**config.mk**
```make
export PLATFORM = sky130hd
export DESIGN_NAME = wrr_scheduler
export DESIGN_NICKNAME = d
export VERILOG_FILES = /design/src/rtl/wrr_scheduler.sv
export SDC_FILE = /design/constraint.sdc
export NUM_CORES = 1
export LEC_CHECK = 0
export BUFFER_PORTS_ARGS = -buffer_cell sky130_fd_sc_hd__buf_2
export CAP_MARGIN = 15
export CORE_ASPECT_RATIO = 1.4
export CORE_MARGIN = 3
export CORE_UTILIZATION = 37
export DETAILED_ROUTE_END_ITERATION = 16
export GPL_TIMING_DRIVEN = 0
export PLACE_DENSITY = 0.7
export SYNTH_ARGS = -nofsm -noshare
export SYNTH_HDL_FRONTEND = slang
export SYNTH_SLANG_ARGS = --single-unit
```
**constraint.sdc**
```tcl
create_clock -name clk -period 2.8 [get_ports clk]
set_input_delay 0.42 -clock clk [delete_from_list [all_inputs] [get_ports clk]]
set_output_delay 0.42 -clock clk [all_outputs]
set_load 0.01 [all_outputs]
```
**src/rtl/wrr_scheduler.sv**
```systemverilog
// Weighted round-robin scheduler: drains four class FIFOs into one merge FIFO.
// Each class gets up to weight[k] consecutive pops per turn; almost_full stalls
// the current grant without losing credit. Popped words appear one cycle later.
module wrr_scheduler #(
    parameter int DATA_W   = 12,
    parameter int WEIGHT_W = 3
) (
    input  logic                  clk,
    input  logic                  reset,
    input  logic                  init,
    input  logic [4*WEIGHT_W-1:0] peso_in,
    input  logic [3:0]            empty,
    input  logic                  almost_full,
    input  logic [4*DATA_W-1:0]   data_in,
    output logic [3:0]            pop,
    output logic [1:0]            grant_idx,
    output logic [DATA_W-1:0]     data_out,
    output logic                  valid_out,
    output logic                  idle
);

    typedef enum logic [1:0] {
        IDLE,
        SERVE,
        STALL
    } state_t;

    state_t              state, state_nxt;
    logic [WEIGHT_W-1:0] weight [4];
    logic [WEIGHT_W-1:0] credit, credit_nxt;
    logic [1:0]          ptr, ptr_nxt;
    logic [1:0]          cur, cur_nxt;
    logic [1:0]          sel_d;
    logic [3:0]          eligible;
    logic [1:0]          base;
    logic [1:0]          scan_idx;
    logic [1:0]          sel_idx;
    logic                sel_found;
    logic                rotate;

    // Eligibility: data present and a non-zero weight.
    always_comb begin
        eligible = '0;
        for (int unsigned k = 0; k < 4; k++) begin
            eligible[k] = !empty[k] && (weight[k] != '0);
        end
    end

    // First eligible class scanning forward from ptr (IDLE) or cur+1 (rotation).
    always_comb begin
        base      = (state == IDLE) ? ptr : cur + 2'd1;
        sel_found = 1'b0;
        sel_idx   = base;
        scan_idx  = base;
        for (int unsigned i = 0; i < 4; i++) begin
            scan_idx = base + 2'(i);
            if (!sel_found && eligible[scan_idx]) begin
                sel_found = 1'b1;
                sel_idx   = scan_idx;
            end
        end
    end

    // Next-state, credit bookkeeping and the one-hot pop.
    always_comb begin
        state_nxt  = state;
        cur_nxt    = cur;
        credit_nxt = credit;
        ptr_nxt    = ptr;
        pop        = '0;
        rotate     = 1'b0;
        case (state)
            IDLE: begin
                if (sel_found && !almost_full) begin
                    state_nxt  = SERVE;
                    cur_nxt    = sel_idx;
                    credit_nxt = weight[sel_idx];
                end
            end
            SERVE: begin
                if (almost_full) begin
                    state_nxt = STALL;
                end else begin
                    if (empty[cur]) begin
                        rotate = 1'b1;
                    end else begin
                        pop[cur]   = 1'b1;
                        credit_nxt = credit - WEIGHT_W'(1);
                        if (credit < WEIGHT_W'(2)) begin
                            rotate = 1'b1;
                        end
                    end
                    // Reload from the next eligible class in the same cycle so
                    // a credit-exhausted switch costs no bubble.
                    if (rotate) begin
                        ptr_nxt = cur + 2'd1;
                        if (sel_found) begin
                            cur_nxt    = sel_idx;
                            credit_nxt = weight[sel_idx];
                        end else begin
                            state_nxt  = IDLE;
                            credit_nxt = '0;
                        end
                    end
                end
            end
            STALL: begin
                if (!almost_full) begin
                    state_nxt = SERVE;
                end
            end
            default: begin
                state_nxt = IDLE;
            end
        endcase
        if (reset || init) begin
            pop = '0;
        end
    end

    // State, weights, credit and the popped-word tracking registers.
    always_ff @(posedge clk) begin
        if (reset) begin
            state     <= IDLE;
            credit    <= '0;
            ptr       <= '0;
            cur       <= '0;
            sel_d     <= '0;
            valid_out <= 1'b0;
            for (int unsigned k = 0; k < 4; k++) begin
                weight[k] <= WEIGHT_W'(1);
            end
        end else begin
            valid_out <= |pop;
            if (|pop) begin
                sel_d <= cur;
            end
            if (init) begin
                state  <= IDLE;
                credit <= '0;
                ptr    <= '0;
                for (int unsigned k = 0; k < 4; k++) begin
                    weight[k] <= peso_in[k*WEIGHT_W +: WEIGHT_W];
                end
            end else begin
                state  <= state_nxt;
                credit <= credit_nxt;
                ptr    <= ptr_nxt;
                cur    <= cur_nxt;
            end
        end
    end

    // Output mux: word from the class popped last cycle, zero otherwise.
    always_comb begin
        data_out = '0;
        for (int unsigned k = 0; k < 4; k++) begin
            if (valid_out && (sel_d == 2'(k))) begin
                data_out = data_in[k*DATA_W +: DATA_W];
            end
        end
    end

    assign grant_idx = cur;
    assign idle      = (state == IDLE);

endmodule

```
==> results of run 1 <==
[metal layers]
| layer | vias up | routed length (um) | part of all wire [%] |
|---|---|---|---|
| met2 | 83 | 2950 | 54 |
| met3 | 16 | 401 | 7.4 |
| met5 | - | 0 | 0 |
| li1 | 912 | - | - |
| met1 | 866 | 1970 | 36 |
| met4 | 0 | 110 | 2.0 |
[cells in the mapped netlist (3+ instances only)]
cell type	n
o21ai_0	4
edfxtp_1	12
ha_1	5
clkbuf_1	4
o21a_1	4
o211ai_1	4
and2_1	24
dfxtp_1	12
o31a_1	3
nor3_1	7
nand2b_1	5
nand2_1	6
a211oi_1	3
a21oi_1	7
nor2_1	15
mux4_2	13
inv_1	8
mux2i_1	6
[layout make-up]
type | instances | area, sq um
Fill cell | 459 | 2440
Multi-Input combinational cell | 151 | 1300
Sequential cell | 24 | 601
Timing Repair Buffer | 87 | 435
Tap cell | 64 | 80.1
Clock buffer | 4 | 66.3
Buffer | 7 | 38.8
Inverter | 8 | 30.0
[timing repair]
item	CTS	global route
setup endpoints to repair	0	1
hold buffers	0	0
resized for setup	0	1
setup buffers	0	0
[metrics by stage]
step	hold WS (ns)	worst slack (ns)	utilization, %	total power [mW]	instance area, sq um
floorplan	0.445	0.612	-	0.555	1970
global placement	0.460	0.192	49.8	0.636	2490
detailed placement	0.503	0.209	49.8	0.643	2490
CTS	0.367	0.195	51.2	0.909	2550
global route	0.373	0.0134	51.2	0.957	2550
finish	0.365	0.228	51.2	0.908	2550
[how the worst max path moves through the flow]
stage	from	endpoint	slack, ns	cells past startpoint
floorplan	grant_idx[0]$_SDFFE_PP0P_	credit[0]$_SDFFE_PN0P_	0.61	8
global placement	grant_idx[0]$_SDFFE_PP0P_	credit[0]$_SDFFE_PN0P_	0.19	8
detailed placement	grant_idx[0]$_SDFFE_PP0P_	credit[0]$_SDFFE_PN0P_	0.21	8
CTS	grant_idx[0]$_SDFFE_PP0P_	credit[0]$_SDFFE_PN0P_	0.20	8
global route	grant_idx[0]$_SDFFE_PP0P_	credit[0]$_SDFFE_PN0P_	0.01	8
finish	grant_idx[0]$_SDFFE_PP0P_	pop[0]	0.23	4
[power breakdown]
| part | internal (mW) | switching, mW | total [mW] | leakage [nW] |
|---|---|---|---|---|
| combinational | 0.114 | 0.119 | 0.233 | 0.827 |
| sequential | 0.390 | 0.0159 | 0.406 | 0.221 |
| clock | 0.155 | 0.114 | 0.269 | 0.0339 |
| total | 0.660 | 0.248 | 0.908 | 1.08 |
[logic make-up (layout without fill, tap and decap cells)]
logic type	count (synthesis)	in the layout	synth area share, %
fa+ha+maj	5	5	3.17
xor+xnor	2	2	0.888
simple gates	78	78	24.9
compound gates	47	47	19.2
flops	24	24	30.5
buf+inv	15	106	3.49
mux	19	19	17.9
[registers in the layout, indices dropped and copies added (netlist names)]
signal / cells
credit: 3
ptr: 2
sel_d: 2
state: 2
weight: 12
valid_out: 1
grant_idx: 2
[critical path: stages (launching register included)]
cell	delay [ns]
dfxtp_1	0.54
mux4_2	0.61
nor4_2	0.42
and2_1	0.18
buf_2	0.13
==> metrics.cfg, run 1 <==
[yosys]
synth-seq-cells=24
synth_fp_nets=263
post-synth-top-area-fraction_pct=18.3
synth_edf_count=12
synth_area_leader_cell=edfxtp_1
ys_types=57
synth_flop_cell=edfxtp_1
async_reset_ff_share_pct=0
postSynthCellCount=190
ys_top_cells_by_area=edfxtp_1 (18%), mux4_2 (15%), dfxtp_1 (12%)
ys_seq_area_share_pct=30.5
yosys_warnings=0
mappedNetlistArea_sq_um=1970
syn_avg_cell_area_sq_um=10.4

[place]
io_buffers=87
dp.cells=341
gp_congestion=0.877
hpwl_mm=4.45

[global_routing]
grt_antenna_before_repair=0
top_usage_layer=met2
use_met1_pct=17.4
grt_max_degree=21
globalRouteMet3Util_pct=2.55
grt_remaining_overflow=0
grt.met2_usage_pct=32.7
grtUsageTotal_pct=16.8
grt_pass1_wl_mm=8.33
grt_pass1_vias=1930

[cells_and_area]
final_common_cell=buf_2
layout-drive-gt1-share_pct=44.8
stdcell_count=345
finalNetCount=355
final_cell_mix=buf_2 (88), and2_1 (24), nor2_1 (15)
syn_to_final_growth_pct=29.6
antenna_cells=0

[detailed_routing]
drt-initial-drc-count=63
drtAntennaViolNets=0
vias=1877
routed_wl_mm=5.44
wl_per_cell_um=15.8
drc_errors=0
dr.pass1.iters=4
avgViaCountPerCell=5.44

[die]
die_y_um=92.4
start_util_pct=39.5
floorplan.die.width_um=67.7
core-area_sq_um=4990
placement_rows=30
ios=88
dieArea_sq_um=6250

[sta]
setup_viol=0
hold_violations=0
rsz0062_at_grt=no
finalCriticalPeriod_ns=2.57
tns_ns=0
slew_headroom_pct=32.8
post-route-period-util_pct=91.9
drv_slew=0
fmax_ghz=0.389
skew_ns=0.00616
worst_pin_slew_ns=1.01

[setup_path]
r2r-start=grant_idx[0]$_SDFFE_PP0P_
critPathLaunchType=flip-flop
required_ns=2.38
crit_path_max_fanout=9
path_class=flip-flop to primary output
endpoint_kind=primary output
rr_endpoint=credit[0]$_SDFFE_PN0P_
r2r_cells=8
cp_data_arrival_time_ns=2.15
r2r_slack_ns=0.24

[power]
p_per_area_nw_per_um2=355
leakagePower_nw=1.08
peakVddDrop_mv=0.279

[clock_tree]
cts_tree=yes
clk_pin_slew_ns=0.09
cts_buffer_depth=2
clkSinkCount=24
clock_latency_ns=0.27
cts-root-buf=clkbuf_8
htree_levels=1
cts_inserted_buffers=3

[min_path]
hold_class=input pin to flip-flop
min_to=state[0]$_SDFFE_PN0P_
hp-start=almost_full
hold_depth=2

[flow_run]
max_cap_viol_count=0

[run_status]
outcome=complete, no violations

(Power assumes the default switching activity.)
==> run 2, diff against run 1 <==
--- a/config.mk
+++ b/config.mk
@@ -12,7 +12,7 @@
 export CORE_UTILIZATION = 37
 export DETAILED_ROUTE_END_ITERATION = 16
 export GPL_TIMING_DRIVEN = 0
-export PLACE_DENSITY = 0.7
+export PLACE_DENSITY = 0.73
 export SYNTH_ARGS = -nofsm -noshare
 export SYNTH_HDL_FRONTEND = slang
 export SYNTH_SLANG_ARGS = --single-unit
==> constraint.sdc (replaced) <==
create_clock -name clk -period 2.07 [get_ports clk]
set_input_delay 0.414 -clock clk [delete_from_list [all_inputs] [get_ports clk]]
set_output_delay 0.414 -clock clk [all_outputs]
set_load 0.01 [all_outputs]
==> metrics.cfg, run 2 (synthesis results as in run 1) <==
[global_routing]
grt_max_degree=21  ; unchanged
grt_antenna_before_repair=0  ; unchanged
grt_remaining_overflow=0  ; unchanged
grt_pass1_wl_mm=8.66  ; was 8.33 mm
grtUsageTotal_pct=17.9  ; was 16.8%
grt_pass1_vias=1915  ; was 1930

[clock_tree]
cts_hold_buf=0  ; unchanged
clock_latency_ns=0.27  ; about the same
cts_inserted_buffers=3  ; unchanged
htree_levels=1  ; unchanged
clk_pin_slew_ns=0.09  ; about the same
clkSinkCount=24  ; unchanged
cts_tree=yes  ; unchanged
cts_buffer_depth=2  ; unchanged
cts-root-buf=clkbuf_8  ; unchanged

[die]
dieArea_sq_um=6250  ; unchanged
placement_rows=30  ; unchanged
ios=88  ; unchanged
floorplan.die.width_um=67.7  ; unchanged
die_y_um=92.4  ; unchanged
start_util_pct=39.5  ; unchanged
core-area_sq_um=4990  ; unchanged

[place]
gp_congestion=0.896  ; was 0.877
hpwl_mm=4.35  ; was 4.45 mm
place_ws_ns=-0.429  ; was 0.209 ns
place_area_sq_um=2500  ; was 2490 sq um
io_buffers=87  ; unchanged

[min_path]
hold_class=input pin to flip-flop  ; unchanged

[setup_path]
cp_data_arrival_time_ns=1.73  ; was 2.15 ns
endpoint_kind=primary output  ; unchanged
path_class=flip-flop to primary output  ; unchanged
crit_path_max_fanout=5  ; was 9
crit_slowest_cell=mux4_2  ; unchanged
crit_chain=mux4_2 -> nor4_4 -> and2_1 -> buf_2  ; was mux4_2 -> nor4_2 -> and2_1 -> buf_2
slowest_delay_ns=0.55  ; was 0.61 ns
critPathLaunchType=flip-flop  ; unchanged
required_ns=1.66  ; was 2.38 ns

[sta]
rsz0062_at_grt=yes  ; was no
drv_slew=0  ; unchanged
finalCriticalPeriod_ns=2.15
worst_pin_slew_ns=0.503  ; was 1.01 ns
setup_slack_ns=-0.0758  ; was 0.228 ns
hold_violations=0  ; unchanged
slew_headroom_pct=66.5  ; was 32.8%
fmax_ghz=0.466
skew_ns=0.00609  ; was 0.00616 ns
setup_viol=6  ; was 0
hold_slack_ns=0.351  ; was 0.365 ns
post-route-period-util_pct=104

[detailed_routing]
drtAntennaViolNets=0  ; unchanged
routed_wl_mm=5.63  ; was 5.44 mm
drt-initial-drc-count=61  ; was 63
drc_errors=0  ; unchanged
vias=1926  ; was 1877
avgViaCountPerCell=5.35  ; was 5.44
wl_per_cell_um=15.6  ; was 15.8 um
dr.pass1.iters=4  ; unchanged

[power]
p_per_area_nw_per_um2=471  ; was 355 nW/um^2
leakagePower_nw=1.20  ; was 1.08 nW
peakVddDrop_mv=0.327  ; was 0.279 mV
total_power_mw=1.36  ; was 908 uW

[cells_and_area]
largestRegisters=weight (12), credit (3)  ; unchanged
stdcell_area_sq_um=2890  ; was 2550 sq um
layout-drive-gt1-share_pct=55.7  ; was 44.8%
regMostFlops=weight  ; unchanged
largest_reg_flops=12  ; unchanged
finalNetCount=370  ; was 355
syn_to_final_growth_pct=46.4  ; was 29.6%
fill_cells=435  ; was 459
final_cell_mix=buf_2 (87), and2_1 (24), buf_4 (15)  ; was buf_2 (88), and2_1 (24), nor2_1 (15)
final_common_cell=buf_2  ; unchanged
antenna_cells=0  ; unchanged

[run_status]
violations=setup timing
outcome=finished, violations left  ; was complete, no violations

[flow_run]
max_cap_viol_count=0  ; unchanged

==> run 2: cell types whose count changed in the layout (fill, tap and decap cells not counted), moves of 3 or more <==
cell / previous run / this run
dfxtp_4: 0 / 3
o21ai_0: 4 / 1
nor4_4: 0 / 3
nor3_1: 7 / 3
buf_4: 1 / 15
dfxtp_1: 12 / 9
==> run 2: cell type report <==
cell class                 count  area (sq um)  area share [%]
clock buffer                   3          41.3            1.43
buffer                         6          57.6            1.99
inverter                       8          30.0            1.04
sequential                    24           612            21.2
tap                           64          80.1            2.77
clock inverter                 1          30.0            1.04
timing repair buffer         103           559            19.4
multi-input combinational    151          1480            51.1
==> run 2: metrics by stage <==
| step | setup TNS [ns] | utilization [%] | std cells |
|---|---|---|---|
| floorplan | 0 | - | 190 |
| global placement | -3.01 | 50.2 | 341 |
| detailed placement | -3.44 | 50.2 | 341 |
| CTS | -0.911 | 55.7 | 354 |
| global route | -0.917 | 57.8 | 360 |
| finish | -0.342 | 57.8 | 360 |
==> run 2: worst max-delay path: cells and delay by family (launching register included) <==
family,cells,cell delay (ns)
flops,1,0.39
mux,1,0.55
simple gates,2,0.39
buf+inv,1,0.13
==> run 2: path summary, 6_finish.rpt <==
| check | startpoint | end | slack [ns] | depth (start not counted) |
|---|---|---|---|---|
| max | grant_idx[0]$_SDFFE_PP0P_ | pop[2] | -0.08 | 4 |
| min | reset | grant_idx[1]$_SDFFE_PP0P_ | 0.35 | 2 |
| max reg2reg | weight[1][0]$_SDFFCE_PN1P_ | credit[0]$_SDFFE_PN0P_ | -0.04 | 6 |
| min reg2reg | ptr[0]$_SDFFE_PN0P_ | ptr[0]$_SDFFE_PN0P_ | 0.51 | 2 |
==> run 2: repair_timing <==
action,CTS,global route
resized for setup,28,16
buffers inserted,10,6
endpoints found under the setup margin,20,17
pin swaps,8,19
==> run 2: routing by layer <==
metal | up-vias | GRT usage (%) | part of all wire [%]
li1 | 942 | - | -
met1 | 870 | 18.2 | 34
met2 | 89 | 32.9 | 53
met3 | 25 | 3.64 | 8.1
met4 | 0 | 9.14 | 4.3
met5 | - | 0 | 0
==> run 2: report_power, final <==
| part | total [mW] | switching (mW) | internal (mW) |
|---|---|---|---|
| logic | 0.401 | 0.196 | 0.205 |
| clock network | 0.411 | 0.153 | 0.259 |
| registers | 0.547 | 0.0219 | 0.526 |
| total | 1.36 | 0.371 | 0.989 |
==> run 3, diff against run 2 <==
--- a/config.mk
+++ b/config.mk
@@ -12,7 +12,7 @@
 export CORE_UTILIZATION = 37
 export DETAILED_ROUTE_END_ITERATION = 16
 export GPL_TIMING_DRIVEN = 0
-export PLACE_DENSITY = 0.73
+export PLACE_DENSITY = 0.7
 export SYNTH_ARGS = -nofsm -noshare
 export SYNTH_HDL_FRONTEND = slang
 export SYNTH_SLANG_ARGS = --single-unit
==> constraint.sdc (replaced) <==
create_clock -name clk -period 2.7 [get_ports clk]
set_input_delay 0.54 -clock clk [delete_from_list [all_inputs] [get_ports clk]]
set_output_delay 0.54 -clock clk [all_outputs]
set_load 0.01 [all_outputs]
==> metrics.cfg, run 3 (synthesis results as in run 1) <==
[detailed_routing]
routed_wl_mm=5.41  ; was 5.63 mm
wl_per_cell_um=15.7  ; was 15.6 um
vias=1874  ; was 1926
drc_errors=0  ; unchanged
dr.pass1.iters=4  ; unchanged
avgViaCountPerCell=5.45  ; was 5.35
drtAntennaViolNets=0  ; unchanged
drt-initial-drc-count=79  ; was 61

[cells_and_area]
fin_util_pct=51.1  ; was 57.8%
antenna_cells=0  ; unchanged
syn_to_final_growth_pct=29.4  ; was 46.4%
final_cell_mix=buf_2 (88), and2_1 (24), nor2_1 (15)  ; was buf_2 (87), and2_1 (24), buf_4 (15)
largest_reg_flops=12  ; unchanged
regMostFlops=weight  ; unchanged
stdcell_count=344  ; was 360
final_common_cell=buf_2  ; unchanged
largestRegisters=weight (12), credit (3)  ; unchanged
layout-drive-gt1-share_pct=45.4  ; was 55.7%
finalNetCount=354  ; was 370

[clock_tree]
cts-root-buf=clkbuf_8  ; unchanged
htree_levels=1  ; unchanged
cts_buffer_depth=2  ; unchanged
cts_inserted_buffers=3  ; unchanged
cts_tree=yes  ; unchanged
clkSinkCount=24  ; unchanged
clock_latency_ns=0.27  ; about the same
post_cts_buffers=0  ; was 10
cts_hold_buf=0  ; unchanged
clk_pin_slew_ns=0.09  ; about the same

[sta]
tns_ns=0  ; was -0.342 ns
finalCriticalPeriod_ns=2.56
rsz0062_at_grt=no  ; was yes
setup_slack_ns=0.140  ; was -0.0758 ns
drv_slew=0  ; unchanged
skew_ns=0.00625  ; was 0.00609 ns
hold_slack_ns=0.488  ; was 0.351 ns
worst_pin_slew_ns=0.750  ; was 0.503 ns
post-route-period-util_pct=94.8
hold_violations=0  ; unchanged
slew_headroom_pct=49.9  ; was 66.5%
fmax_ghz=0.391
setup_viol=0  ; was 6

[setup_path]
r2r_slack_ns=0.22  ; was -0.04 ns
r2r-start=grant_idx[1]$_SDFFE_PP0P_  ; was weight[1][0]$_SDFFCE_PN1P_
cp_top_family=simple AND/OR/NAND/NOR gates  ; was multiplexers
r2r_cells=8  ; was 6
cp_data_arrival_time_ns=2.02  ; was 1.73 ns
critPathLaunchType=flip-flop  ; unchanged
required_ns=2.16  ; was 1.66 ns
startpoint=grant_idx[0]$_SDFFE_PP0P_  ; unchanged
critPathBufInv=1  ; unchanged
endpoint_kind=primary output  ; unchanged
path_class=flip-flop to primary output  ; unchanged
slowest_delay_ns=0.58  ; was 0.55 ns
rr_endpoint=credit[0]$_SDFFE_PN0P_  ; unchanged
crit_path_max_fanout=9  ; was 5
crit_chain=mux4_2 -> nor4_2 -> and2_1 -> buf_2  ; was mux4_2 -> nor4_4 -> and2_1 -> buf_2
critPathCapture=pop[0]  ; was pop[2]
worst-path-stages=4  ; unchanged
crit_slowest_cell=mux4_2  ; unchanged

[die]
die_y_um=92.4  ; unchanged
placement_rows=30  ; unchanged
core-area_sq_um=4990  ; unchanged
floorplan.die.width_um=67.7  ; unchanged
ios=88  ; unchanged
start_util_pct=39.5  ; unchanged
dieArea_sq_um=6250  ; unchanged

[place]
io_buffers=87  ; unchanged
place_ws_ns=-0.0781  ; was -0.429 ns
dp.cells=341  ; unchanged
hpwl_mm=4.45  ; was 4.35 mm
gp_congestion=0.877  ; was 0.896

[global_routing]
grt_max_degree=21  ; unchanged
grt_antenna_before_repair=0  ; unchanged
grt_pass1_vias=1929  ; was 1915
grt_pass1_wl_mm=8.34  ; was 8.66 mm
grt_remaining_overflow=0  ; unchanged
grtUsageTotal_pct=16.8  ; was 17.9%

[power]
leakagePower_nw=1.08  ; was 1.20 nW
p_per_area_nw_per_um2=368  ; was 471 nW/um^2
peakVddDrop_mv=0.288  ; was 0.327 mV

[run_status]
outcome=complete, no violations  ; was finished, violations left

[min_path]
hp-start=almost_full  ; was reset
hold_class=input pin to flip-flop  ; unchanged

[flow_run]
max_cap_viol_count=0  ; unchanged

==> run 3: cell count changes in the layout (fill, tap and decap cells not counted), sizes merged <==
cell / previous run / this run
clkbuf: 6 / 7
buf: 106 / 90
bufinv: 1 / 0
==> run 3: per-stage QoR <==
| step | power [mW] | instance area [sq um] |
|---|---|---|
| global placement | 0.660 | 2490 |
| finish | 0.939 | 2550 |
| CTS | 0.942 | 2550 |
| detailed placement | 0.667 | 2490 |
| global route | 0.992 | 2550 |
| floorplan | 0.576 | 1970 |
==> run 3: worst reg2reg max path, delay by kind of cell (launching register included) <==
family                     cells  cell delay [ns]
DFF                            1             0.49
AOI/OAI and AO/OA              5             1.19
buffers and inverters          1             0.10
and+or+nand+nor                1             0.27
adders and majority gates      1             0.33
==> run 3: how the worst min path moves through the flow <==
stage / end / slack [ns] / cells after the start
floorplan: ptr[0]$_SDFFE_PN0P_ / 0.44 / 2
CTS: state[0]$_SDFFE_PN0P_ / 0.49 / 2
global placement: ptr[0]$_SDFFE_PN0P_ / 0.46 / 2
detailed placement: ptr[0]$_SDFFE_PN0P_ / 0.50 / 2
finish: state[0]$_SDFFE_PN0P_ / 0.49 / 2
global route: state[0]$_SDFFE_PN0P_ / 0.49 / 2
==> run 3: area by class of cell <==
cell class | count | area (sq um)
fill | 462 | 2440
timing repair buffer | 87 | 435
buffer | 6 | 35.0
inverter | 8 | 30.0
clock buffer | 4 | 66.3
sequential | 24 | 602
tap | 64 | 80.1
multi-input combinational | 151 | 1300
==> run 3: what timing repair did <==
item	4_1_cts	5_1_grt
endpoints found under the hold margin	0	0
gates resized for setup	1	1
endpoints found under the setup margin	4	1
==> run 3: metal layers <==
| metal | GRT usage (%) | wire length (um) |
|---|---|---|
| met1 | 17.4 | 1940 |
| met2 | 32.7 | 2960 |
| met3 | 2.55 | 394 |
| met4 | 5.25 | 112 |
| met5 | 0 | 0 |
==> run 3: report_power, final <==
group / internal (mW) / total (mW) / switching, mW / leakage (nW)
Sequential: 0.405 / 0.421 / 0.0161 / 0.221
Clock: 0.161 / 0.278 / 0.117 / 0.0339
Combinational: 0.118 / 0.240 / 0.122 / 0.825
Total: 0.684 / 0.939 / 0.256 / 1.08
